<file path="src/rtl/kbd_pkg.sv">
`default_nettype none
// +----------------------------------------------------------------------+
// | Package     : kbd_pkg                                                |
// | Description : Shared types and constants for the PS/2 key FIFO MMIO  |
// |               block: key event record, scan-code prefixes, register  |
// |               offsets and the scan decoder state encoding.           |
// | Revision    : 1.0 - initial release                                  |
// +----------------------------------------------------------------------+
package kbd_pkg;

  // One decoded key event as stored in the FIFO.
  typedef struct packed {
    logic       ext;   // E0-prefixed (extended) key
    logic       rel;   // F0-prefixed (break / release)
    logic [7:0] code;  // final scan-code byte
  } key_event_t;

  // Scan-code bytes with special meaning to the decoder.
  localparam logic [7:0] SC_EXT    = 8'hE0;
  localparam logic [7:0] SC_REL    = 8'hF0;
  localparam logic [7:0] SC_BAT_OK = 8'hAA;
  localparam logic [7:0] SC_ACK    = 8'hFA;

  // Register offsets from the window base.
  localparam logic [31:0] REG_DATA_OFS   = 32'h0000_0000;
  localparam logic [31:0] REG_STATUS_OFS = 32'h0000_0004;
  localparam logic [31:0] REG_CTRL_OFS   = 32'h0000_0008;

  // Scan decoder prefix-tracking states.
  typedef enum logic [1:0] {
    ST_IDLE = 2'd0,
    ST_E0   = 2'd1,
    ST_F0   = 2'd2,
    ST_E0F0 = 2'd3
  } dec_state_t;

endpackage
`default_nettype wire

</file>
<file path="src/rtl/scan_decoder.sv">
`default_nettype none
// +----------------------------------------------------------------------+
// | Module      : scan_decoder                                           |
// | Description : Assembles PS/2 scan-code byte sequences (E0 / F0       |
// |               prefixes) into key events and suppresses typematic     |
// |               repeats of the most recently pressed key.              |
// | Ports       : clk, rst (async, active-low), flush (sync clear),      |
// |               key_valid/key_code (byte in), event_out/event_valid    |
// |               (combinational, valid in the cycle of the final byte). |
// | Revision    : 1.0 - initial release                                  |
// +----------------------------------------------------------------------+
module scan_decoder
  import kbd_pkg::*;
(
  input  logic       clk,
  input  logic       rst,
  input  logic       flush,
  input  logic       key_valid,
  input  logic [7:0] key_code,
  output key_event_t event_out,
  output logic       event_valid
);

  dec_state_t state;
  dec_state_t state_next;

  logic       raw_done;
  key_event_t raw_ev;

  logic       held_valid;
  logic [8:0] held_key;
  logic       held_valid_next;
  logic [8:0] held_key_next;
  logic       held_match;
  logic       pass;

  always_ff @(posedge clk or negedge rst) begin
    if (!rst) begin
      state <= ST_IDLE;
    end else if (flush) begin
      state <= ST_IDLE;
    end else begin
      state <= state_next;
    end
  end

  // Prefix tracking: the event is complete in the same cycle as its final byte.
  always_comb begin
    state_next  = state;
    raw_done    = 1'b0;
    raw_ev      = '0;
    raw_ev.code = key_code;
    if (key_valid) begin
      case (state)
        ST_IDLE: begin
          if (key_code == SC_EXT) begin
            state_next = ST_E0;
          end else if (key_code == SC_REL) begin
            state_next = ST_F0;
          end else if ((key_code == SC_BAT_OK) || (key_code == SC_ACK)) begin
            state_next = ST_IDLE;
          end else begin
            raw_done = 1'b1;
          end
        end
        ST_E0: begin
          if (key_code == SC_REL) begin
            state_next = ST_E0F0;
          end else begin
            raw_done   = 1'b1;
            raw_ev.ext = 1'b1;
            state_next = ST_IDLE;
          end
        end
        ST_F0: begin
          raw_done   = 1'b1;
          raw_ev.rel = 1'b1;
          state_next = ST_IDLE;
        end
        ST_E0F0: begin
          raw_done   = 1'b1;
          raw_ev.ext = 1'b1;
          raw_ev.rel = 1'b1;
          state_next = ST_IDLE;
        end
        default: state_next = ST_IDLE;
      endcase
    end
  end

  // Typematic filter: a make matching the held key is an auto-repeat and is
  // dropped; the matching release ends the hold but is still reported.
  always_comb begin
    held_match      = held_valid && (held_key == {raw_ev.ext, raw_ev.code});
    pass            = 1'b0;
    held_valid_next = held_valid;
    held_key_next   = held_key;
    if (raw_done) begin
      if (raw_ev.rel) begin
        pass = 1'b1;
        if (held_match) begin
          held_valid_next = 1'b0;
        end
      end else if (!held_match) begin
        pass            = 1'b1;
        held_valid_next = 1'b1;
        held_key_next   = {raw_ev.ext, raw_ev.code};
      end
    end
  end

  always_ff @(posedge clk or negedge rst) begin
    if (!rst) begin
      held_valid <= 1'b0;
      held_key   <= '0;
    end else if (flush) begin
      held_valid <= 1'b0;
      held_key   <= '0;
    end else begin
      held_valid <= held_valid_next;
      held_key   <= held_key_next;
    end
  end

  assign event_out   = raw_ev;
  assign event_valid = pass && !flush;

endmodule
`default_nettype wire

</file>
<file path="src/rtl/key_fifo_mmio.sv">
`default_nettype none
// +----------------------------------------------------------------------+
// | Module      : key_fifo_mmio                                          |
// | Description : PS/2 key event FIFO with a memory-mapped CPU window    |
// |               (DATA / STATUS / CTRL) and a key-pending flag.         |
// | Ports       : clk, rst (async, active-low), key_valid/key_code from  |
// |               the PS/2 receiver, addr/wdata/we/rd_strobe from the    |
// |               CPU, rdata (combinational), key_pending (registered).  |
// | Parameters  : DEPTH (power of two, 2..16), BASE_ADDR (word aligned). |
// | Revision    : 1.0 - initial release                                  |
// +----------------------------------------------------------------------+
module key_fifo_mmio
  import kbd_pkg::*;
#(
  parameter int          DEPTH     = 8,
  parameter logic [31:0] BASE_ADDR = 32'h0000_1000
) (
  input  logic        clk,
  input  logic        rst,
  input  logic        key_valid,
  input  logic [7:0]  key_code,
  input  logic [31:0] addr,
  input  logic [31:0] wdata,
  input  logic        we,
  input  logic        rd_strobe,
  output logic [31:0] rdata,
  output logic        key_pending
);

  localparam int PTR_W = $clog2(DEPTH);
  localparam int CNT_W = $clog2(DEPTH) + 1;
  localparam logic [CNT_W-1:0] FULL_CNT = CNT_W'(DEPTH);
  localparam logic [CNT_W-1:0] CNT_ONE  = CNT_W'(1);
  localparam logic [PTR_W-1:0] PTR_ONE  = PTR_W'(1);

  key_event_t       mem [DEPTH];
  logic [PTR_W-1:0] wr_ptr;
  logic [PTR_W-1:0] rd_ptr;
  logic [CNT_W-1:0] count;
  logic             overflow;

  key_event_t dec_event;
  logic       dec_valid;

  logic sel_data;
  logic sel_status;
  logic sel_ctrl;
  logic not_empty;
  logic full;
  logic flush;
  logic pop;
  logic push;
  logic ovf_set;
  logic ovf_clr;

  logic [31:0] data_word;
  logic [31:0] status_word;
  key_event_t  head;

  // Only bits 0 (CTRL flush) and 2 (STATUS overflow clear) of store data matter.
  logic unused_wdata;
  assign unused_wdata = ^{wdata[31:3], wdata[1]};

  assign sel_data   = (addr == (BASE_ADDR + REG_DATA_OFS));
  assign sel_status = (addr == (BASE_ADDR + REG_STATUS_OFS));
  assign sel_ctrl   = (addr == (BASE_ADDR + REG_CTRL_OFS));

  assign not_empty = (count != '0);
  assign full      = (count == FULL_CNT);

  // Flush overrides any same-cycle push or pop.
  assign flush   = we && sel_ctrl && wdata[0];
  assign pop     = rd_strobe && sel_data && not_empty && !flush;
  // dec_valid is already suppressed by flush inside the decoder.
  assign push    = dec_valid && (!full || pop);
  assign ovf_set = dec_valid && full && !pop;
  assign ovf_clr = we && sel_status && wdata[2];

  scan_decoder u_scan_decoder (
    .clk         (clk),
    .rst         (rst),
    .flush       (flush),
    .key_valid   (key_valid),
    .key_code    (key_code),
    .event_out   (dec_event),
    .event_valid (dec_valid)
  );

  always_ff @(posedge clk or negedge rst) begin
    if (!rst) begin
      wr_ptr <= '0;
      rd_ptr <= '0;
      count  <= '0;
    end else if (flush) begin
      wr_ptr <= '0;
      rd_ptr <= '0;
      count  <= '0;
    end else begin
      if (push) begin
        wr_ptr <= wr_ptr + PTR_ONE;
      end
      if (pop) begin
        rd_ptr <= rd_ptr + PTR_ONE;
      end
      case ({push, pop})
        2'b10:   count <= count + CNT_ONE;
        2'b01:   count <= count - CNT_ONE;
        default: count <= count;
      endcase
    end
  end

  // A same-cycle overflow takes priority over a software clear.
  always_ff @(posedge clk or negedge rst) begin
    if (!rst) begin
      overflow <= 1'b0;
    end else if (ovf_set) begin
      overflow <= 1'b1;
    end else if (ovf_clr) begin
      overflow <= 1'b0;
    end
  end

  // Storage carries no reset; stale entries are unreachable once count is 0.
  always_ff @(posedge clk) begin
    if (push) begin
      mem[wr_ptr] <= dec_event;
    end
  end

  assign head = mem[rd_ptr];

  always_comb begin
    data_word = '0;
    if (not_empty) begin
      data_word[31]  = 1'b1;
      data_word[9]   = head.rel;
      data_word[8]   = head.ext;
      data_word[7:0] = head.code;
    end
  end

  always_comb begin
    status_word       = '0;
    status_word[0]    = not_empty;
    status_word[1]    = full;
    status_word[2]    = overflow;
    status_word[12:8] = 5'(count);
  end

  always_comb begin
    rdata = '0;
    if (sel_data) begin
      rdata = data_word;
    end else if (sel_status) begin
      rdata = status_word;
    end
  end

  assign key_pending = not_empty;

endmodule
`default_nettype wire

</file>
<file path="config.mk">
export PLATFORM = sky130hd
export DESIGN_NAME = key_fifo_mmio
export DESIGN_NICKNAME = d
export VERILOG_FILES = /design/src/rtl/kbd_pkg.sv /design/src/rtl/scan_decoder.sv /design/src/rtl/key_fifo_mmio.sv
export SDC_FILE = /design/constraint.sdc
export NUM_CORES = 1
export LEC_CHECK = 0
export CAP_MARGIN = 30
export CORE_MARGIN = 2
export CORE_UTILIZATION = 51
export DETAILED_ROUTE_END_ITERATION = 8
export PLACE_DENSITY = 0.81
export SLEW_MARGIN = 20
export SYNTH_ARGS = -nofsm -noshare
export SYNTH_HDL_FRONTEND = slang
export SYNTH_SLANG_ARGS = --single-unit
</file>
<file path="constraint.sdc">
create_clock -name clk -period 3.7 [get_ports clk]
set_clock_uncertainty 0.1 [all_clocks]
set_input_delay 0.555 -clock clk [delete_from_list [all_inputs] [get_ports clk]]
set_output_delay 0.555 -clock clk [all_outputs]
set_load 0.01 [all_outputs]
</file>
Word level (Yosys, flattened, before mapping)
Memories as Yosys holds them, arrays and structs flattened. Index checks and enable logic that the tools add are counted.

Add/subtract/negate cells: 4. Equality and inequality tests: 19. Mux-type cells: 42. Reduce and logical (&&, ||, !) cells: 29.

Operator list (number): == test 32 x 13 -> 1 bit (second input constant) (3); two-way mux 9 bit (4); == test 8 bit (second input constant) (4); two-way mux 32 bit (1); two-way mux 1 bit (19); two-way mux 2 bit (7); logical AND 1 bit (12); two-way mux 12 bit (1); two-way mux 3 bit (4); two-way mux 10 bit (1); nonzero test 2 bit (5); == test 9 bit (1); one-hot mux 4 bit (2 select lines) (1); adder 3 x 1 -> 3 bit (second input constant) (2); == test 2 bit (second input constant) (3); one-hot mux 2 bit (3 select lines) (1); AND reduction 3 bit (2); inequality test 5 x 1 -> 1 bit (second input constant) (1); adder 4 x 1 -> 4 bit (second input constant) (1); == test 2 x 1 -> 1 bit (second input constant) (2); == test 4 bit (second input constant) (1); two-way mux 4 bit (1); inequality test 2 x 1 -> 1 bit (second input constant) (2); nonzero test 4 bit (1); other kinds (11) (14).

Register bits after elaboration: 23. RAM bits: 80. Bits of input ports: 77. Output and inout port bits: 33. Word-level logic and storage cells: 102. Memories: 1.

Memories: mem (depth 8, width 10, rd ports 1, clocked after memory_dff 0, write ports 1, RTL line key_fifo_mmio.sv:36) `key_event_t mem [DEPTH];`.

Longest topological paths before layout
Word-level depth: 14. Mapped depth: 11. Mapped depth without buffers: 10.

Hierarchy
Synthesis repeated with hierarchy kept, for this count alone.

Cells, all modules: 351. Area total of the unflattened synthesis: 5062.4 µm².

Modules (own cells, without submodules): key_fifo_mmio (times used 1, cells each 257, area an instance 4137.7 µm², sequential area each 2677.6 µm²); scan_decoder (times used 1, cells each 94, area an instance 924.6 µm², sequential area each 300.3 µm²).

Least setup slack after synthesis
No wires, ideal clock.

Kind: input to register. Start: in addr[15]. End: mem mem[4][0] in the netlist's numbering (enable). Setup time: 0.390 ns. Arrival time: 2.913 ns. Required time: 3.210 ns. Path slack: 0.297 ns. Stages: 6. Path buffers: 0. Cell sequence: nor4b_1 -> nand4b_1 -> nor4_4 -> o22ai_4 -> or3b_4 -> nor3_1.

Cells in the longest elaborated chain, start to end: 9. Elaborated cells on any way between the ends: 13. Those cells by class: 2 x eq/ne; 2 x mux; 9 x reduce/logical.

RTL lines: from (decl) (RTL line key_fifo_mmio.sv:22) `input logic [31:0] addr,`; == test 32 x 13 -> 1 bit (RTL line key_fifo_mmio.sv:66) `assign sel_ctrl = (addr == (BASE_ADDR + REG_CTRL_OFS));`; logical AND 1 bit (2 in a row) (RTL line key_fifo_mmio.sv:72) `assign flush = we && sel_ctrl && wdata[0];`; zero test 1 bit (RTL line scan_decoder.sv:126, key_fifo_mmio.sv:73); logical AND 1 bit (RTL line key_fifo_mmio.sv:73) `assign pop = rd_strobe && sel_data && not_empty && !flush;`; logical OR 1 bit (RTL line key_fifo_mmio.sv:75) `assign push = dec_valid && (!full || pop);`; logical AND 1 bit (*) (RTL line key_fifo_mmio.sv:75); two-way mux 1 bit (*) (RTL line key_fifo_mmio.sv:126) `if (push) begin`; two-way mux 1 bit (implied by the code) (*) (RTL line key_fifo_mmio.sv:127) `mem[wr_ptr] <= dec_event;`; to (decl) (RTL line key_fifo_mmio.sv:36).

Mark *: on every way between the ends. The rest lies on a longest branch, timed or not.

Worst setup path after layout
Start: in addr[22]. End: out rdata[2].

Cells in the longest elaborated chain, start to end: 3. Elaborated cells on any way between the ends: 4. Those cells by class: 2 x eq/ne; 2 x mux.

RTL lines: == test 32 x 13 -> 1 bit (RTL line key_fifo_mmio.sv:65) `assign sel_status = (addr == (BASE_ADDR + REG_STATUS_OFS));`; two-way mux 12 bit (RTL line key_fifo_mmio.sv:155) `end else if (sel_status) begin`; two-way mux 32 bit (*) (RTL line key_fifo_mmio.sv:153) `if (sel_data) begin`; to (decl) (RTL line key_fifo_mmio.sv:26) `output logic [31:0] rdata,`.

Marked as above.

==> parameters.txt <==
Parameter                              Value

Drt
  Via-per-instance ratio    5.49
  Count of antenna-violating nets left after detailed routing    0
  DRC violation count after routing    0
  Total iterations of the first detailed-routing run    6
  Routed length per instance    17.9 microns
  Initial drt markers    132
  Total Wirelength    10200 microns
  Count of vias placed by the detailed router    3131

Clock network
  Cell at the root of the clock tree    sky130_fd_sc_hd__clkbuf_8
  Total of hold buffers inserted after clock tree synthesis    0
  TritonCTS Buffers    9
  Max Root-Sink Buffers    2
  Insertion delay of the later-clocked pin in the worst-skew pair    0.36 ns
  Number of sinks driven by the clock tree    103
  Clock tree from TritonCTS    built
  Clk slew on worst S/H paths    0.10 ns
  H-Tree Level Count    3

Timing
  Setup TNS Final    0 ns
  Relative slew margins    0.502
  Final Setup Violations    0
  Fraction of the cycle the final worst path needs    0.994
  Total count of hold-check failures in the final report    0
  Worst Max-Slew Pin Slew    0.747 ns
  Total count of max-transition violations in the final report    0
  Shortest period the worst path allows    3.68 ns
  Highest achievable clock rate    272 MHz

Placed design
  Area after DPL    5930 sq um
  Post-detailed-placement half-perimeter wirelength    7330 microns
  Final estimated routing congestion in global placement    0.854
  Count of input and output buffers    60

Global route
  Overflow after GRT    0
  All-layer global routing usage    0.210
  First-pass GRT wire length    16200 microns
  Pin count of the biggest net entering global routing    22
  Number of antenna violations at the first check in global routing    0
  Number of global-route vias before repair    3182

Synth
  Most used flip-flop cell after synthesis    sky130_fd_sc_hd__edfxtp_1
  Post-synthesis instance total    332
  Yosys warnings    0
  Post-synthesis register bit count    103
  Syn_area_per_cell    14.8 sq um
  Number of unique standard cell types used by synthesis    58
  Sequential-to-total area share from yosys stat    0.606
  Number of synthesized flops with an enable pin    80
  Async set or reset register ratio after synthesis    0.223
  Netlist area before placement    4910 sq um

Floorplanning
  Number of placed I/O pins    110
  Core Footprint    9280 sq um
  Cell Rows    35
  Die X    102 microns
  Die Span Y    102 microns
  Initial cell density of the core    0.529
  Die area    10400 sq um

Setup path
  Maximum fanout encountered on the critical timing path    9
  CP cell instances    clkdlybuf4s50_1, nor4_2, nand4_1, or2_2, or3_1, nand2b_1, buf_4, o21ai_1, dlygate4sd2_1
  CP Data Arrival Time    3.02 ns
  Worst stage delay on the critical path    0.46 ns
  Slowest CP cell    sky130_fd_sc_hd__clkdlybuf4s50_1
  Category of the most critical setup path    in2out
  Kind of cell adding the most delay to the critical path    simple AND/OR/NAND/NOR gates
  Endpoint required time on the critical path    3.04 ns
  Type of destination of the critical path    output pin
  Total buffers and inverters traversed by the critical path    3
  Sort of element at the start of the critical path    input pin

Job
  Maximum capacitance violations    0

Final layout
  Count of nets after finishing    516
  # diodes    0
  Share of cells above drive strength 1    0.236
  Synth-to-layout area growth    25.3%
  Post-route cell area    6150 sq um

Power
  Areal power density over the cells    349 nW/um^2
  Leakage power of the design    2.33 nW
  Peak ir drop on the vdd network    0.217 mV

Outcome
  Status    completed

Hold path
  Hold Crit Class    in2async
metal layers:
layer  track usage  wire length, microns  vias up
met5             0                     0        -
met4        0.0656                   163        0
met3        0.0349                   407       17
met2         0.365                  5500       84
met1         0.272                  4160     1586
li1              -                     -     1444
power by group:
part	internal [W]	switching, W	total, W
logic	0.0000986	0.0000847	0.000183
registers	0.00127	0.0000109	0.00128
clock network	0.000271	0.000418	0.000689
total	0.00164	0.000514	0.00215
area by class of cell:
cell class / instances / area (sq um)
timing repair buffer: 107 / 980
clock buffer: 9 / 124
sequential: 103 / 2980
inverter: 7 / 26.3
tap: 129 / 161
multi-input combinational: 208 / 1800
clock inverter: 7 / 86.3
fill: 640 / 3130
timing repair:
| action | CTS | global route |
|---|---|---|
| setup buffers | 0 | 1 |
| cloned | 0 | 0 |
| pin swaps | 0 | 1 |
| gates resized for setup | 9 | 4 |
| setup endpoints to repair | 9 | 8 |
cell families after synthesis:
family / Yosys count / share of synthesized area
AO/OA/AOI/OAI: 23 / 0.0397
XOR/XNOR: 12 / 0.0229
adder cells (fa/ha/maj): 3 / 0.00764
buffers and inverters: 39 / 0.0458
flip-flops: 103 / 0.606
multiplexers: 43 / 0.139
other: 1 / 0.000763
AND/OR/NAND/NOR: 108 / 0.138
path summary, 6_finish.rpt:
check	start	end	slack, ns	depth (start not counted)
max in group asynchronous	rst	u_scan_decoder.state[0]	2.67	2
worst max-delay path	addr[22]	rdata[2]	0.02	9
worst max register to register	u_scan_decoder.state[1]	count[2]	0.60	9
worst min register to register	overflow	overflow	0.44	1
min in group clk	overflow	overflow	0.44	1
worst min-delay path	rst	count[0]	0.38	1
through the flow:
stage / util / setup slack, ns / instances / power, W / hold WS (ns)
finish: 0.663 / 0.0231 / 570 / 0.00215 / 0.379
global route: 0.663 / -0.0791 / 570 / 0.00222 / 0.382
CTS: 0.660 / 0.0586 / 569 / 0.00216 / 0.382
detailed placement: 0.639 / -0.160 / 553 / 0.00149 / 0.411
global placement: 0.637 / -0.132 / 552 / 0.00148 / 0.394
floorplan: - / 0.297 / 350 / 0.00140 / 0.159
flip-flops by register name (all words and copies together) (netlist names):
signal / flops
mem: 80
u_scan_decoder.held_key: 9
count: 4
rd_ptr: 3
wr_ptr: 3
u_scan_decoder.state: 2
overflow: 1
u_scan_decoder.held_valid: 1
cell usage after synthesis, types with 3 or more instances:
master                     count  area (sq um)
sky130_fd_sc_hd__inv_1         7          26.3
sky130_fd_sc_hd__xor2_1        3          26.3
sky130_fd_sc_hd__edfxtp_1     80          2400
sky130_fd_sc_hd__xnor2_1       8          70.1
sky130_fd_sc_hd__nand2b_1      5          31.3
sky130_fd_sc_hd__nor3b_2       4          50.1
sky130_fd_sc_hd__nor2b_1       5          31.3
sky130_fd_sc_hd__nand4_1       4          25.0
sky130_fd_sc_hd__nor4_1       10          62.6
sky130_fd_sc_hd__buf_2         3          15.0
sky130_fd_sc_hd__o21ai_0       3          15.0
sky130_fd_sc_hd__nand2_1      15          56.3
sky130_fd_sc_hd__nor2_1       30           113
sky130_fd_sc_hd__nor3_1        7          35.0
sky130_fd_sc_hd__mux4_2       20           450
sky130_fd_sc_hd__ha_1          3          37.5
sky130_fd_sc_hd__buf_4        20           150
sky130_fd_sc_hd__dfrtp_1      23           576
sky130_fd_sc_hd__buf_1         3          11.3
sky130_fd_sc_hd__and2_1        4          25.0
sky130_fd_sc_hd__a21oi_1       4          20.0
sky130_fd_sc_hd__nand3_1       3          15.0
sky130_fd_sc_hd__clkbuf_1      6          22.5
sky130_fd_sc_hd__o21ai_1       3          15.0
sky130_fd_sc_hd__mux2i_1      21           210
cell usage in the layout, fill, tap and decap left out, types with 3 or more instances in the layout:
master,n
sky130_fd_sc_hd__o21ai_0,3
sky130_fd_sc_hd__nand2b_1,5
sky130_fd_sc_hd__clkdlybuf4s50_1,49
sky130_fd_sc_hd__buf_4,44
sky130_fd_sc_hd__nor3b_2,4
sky130_fd_sc_hd__xnor2_1,8
sky130_fd_sc_hd__nor3_1,7
sky130_fd_sc_hd__nand2_1,15
sky130_fd_sc_hd__clkbuf_8,9
sky130_fd_sc_hd__inv_1,7
sky130_fd_sc_hd__xor2_1,3
sky130_fd_sc_hd__nor2b_1,5
sky130_fd_sc_hd__nor4_2,3
sky130_fd_sc_hd__nor4_1,8
sky130_fd_sc_hd__dfrtp_1,23
sky130_fd_sc_hd__nand3_1,3
sky130_fd_sc_hd__and2_1,4
sky130_fd_sc_hd__nand4_1,4
sky130_fd_sc_hd__mux4_2,20
sky130_fd_sc_hd__edfxtp_1,80
sky130_fd_sc_hd__conb_1,19
sky130_fd_sc_hd__a21oi_1,4
sky130_fd_sc_hd__clkinv_8,3
sky130_fd_sc_hd__o21ai_1,3
sky130_fd_sc_hd__ha_1,3
sky130_fd_sc_hd__dlygate4sd2_1,9
sky130_fd_sc_hd__mux2i_1,21
sky130_fd_sc_hd__nor2_1,30
worst reg2reg max path, stage by stage (launching register included):
cell                       delay (ns)
sky130_fd_sc_hd__dfrtp_1         0.45
sky130_fd_sc_hd__nor4b_2         0.42
sky130_fd_sc_hd__a311oi_4        0.17
sky130_fd_sc_hd__xnor2_2         0.19
sky130_fd_sc_hd__a211oi_4        0.36
sky130_fd_sc_hd__nor3b_1         0.13
sky130_fd_sc_hd__xor2_1          0.17
sky130_fd_sc_hd__ha_1            0.22
sky130_fd_sc_hd__o41ai_1         0.41
sky130_fd_sc_hd__mux2_2          0.38
Power figures use the tool's default switching activity.
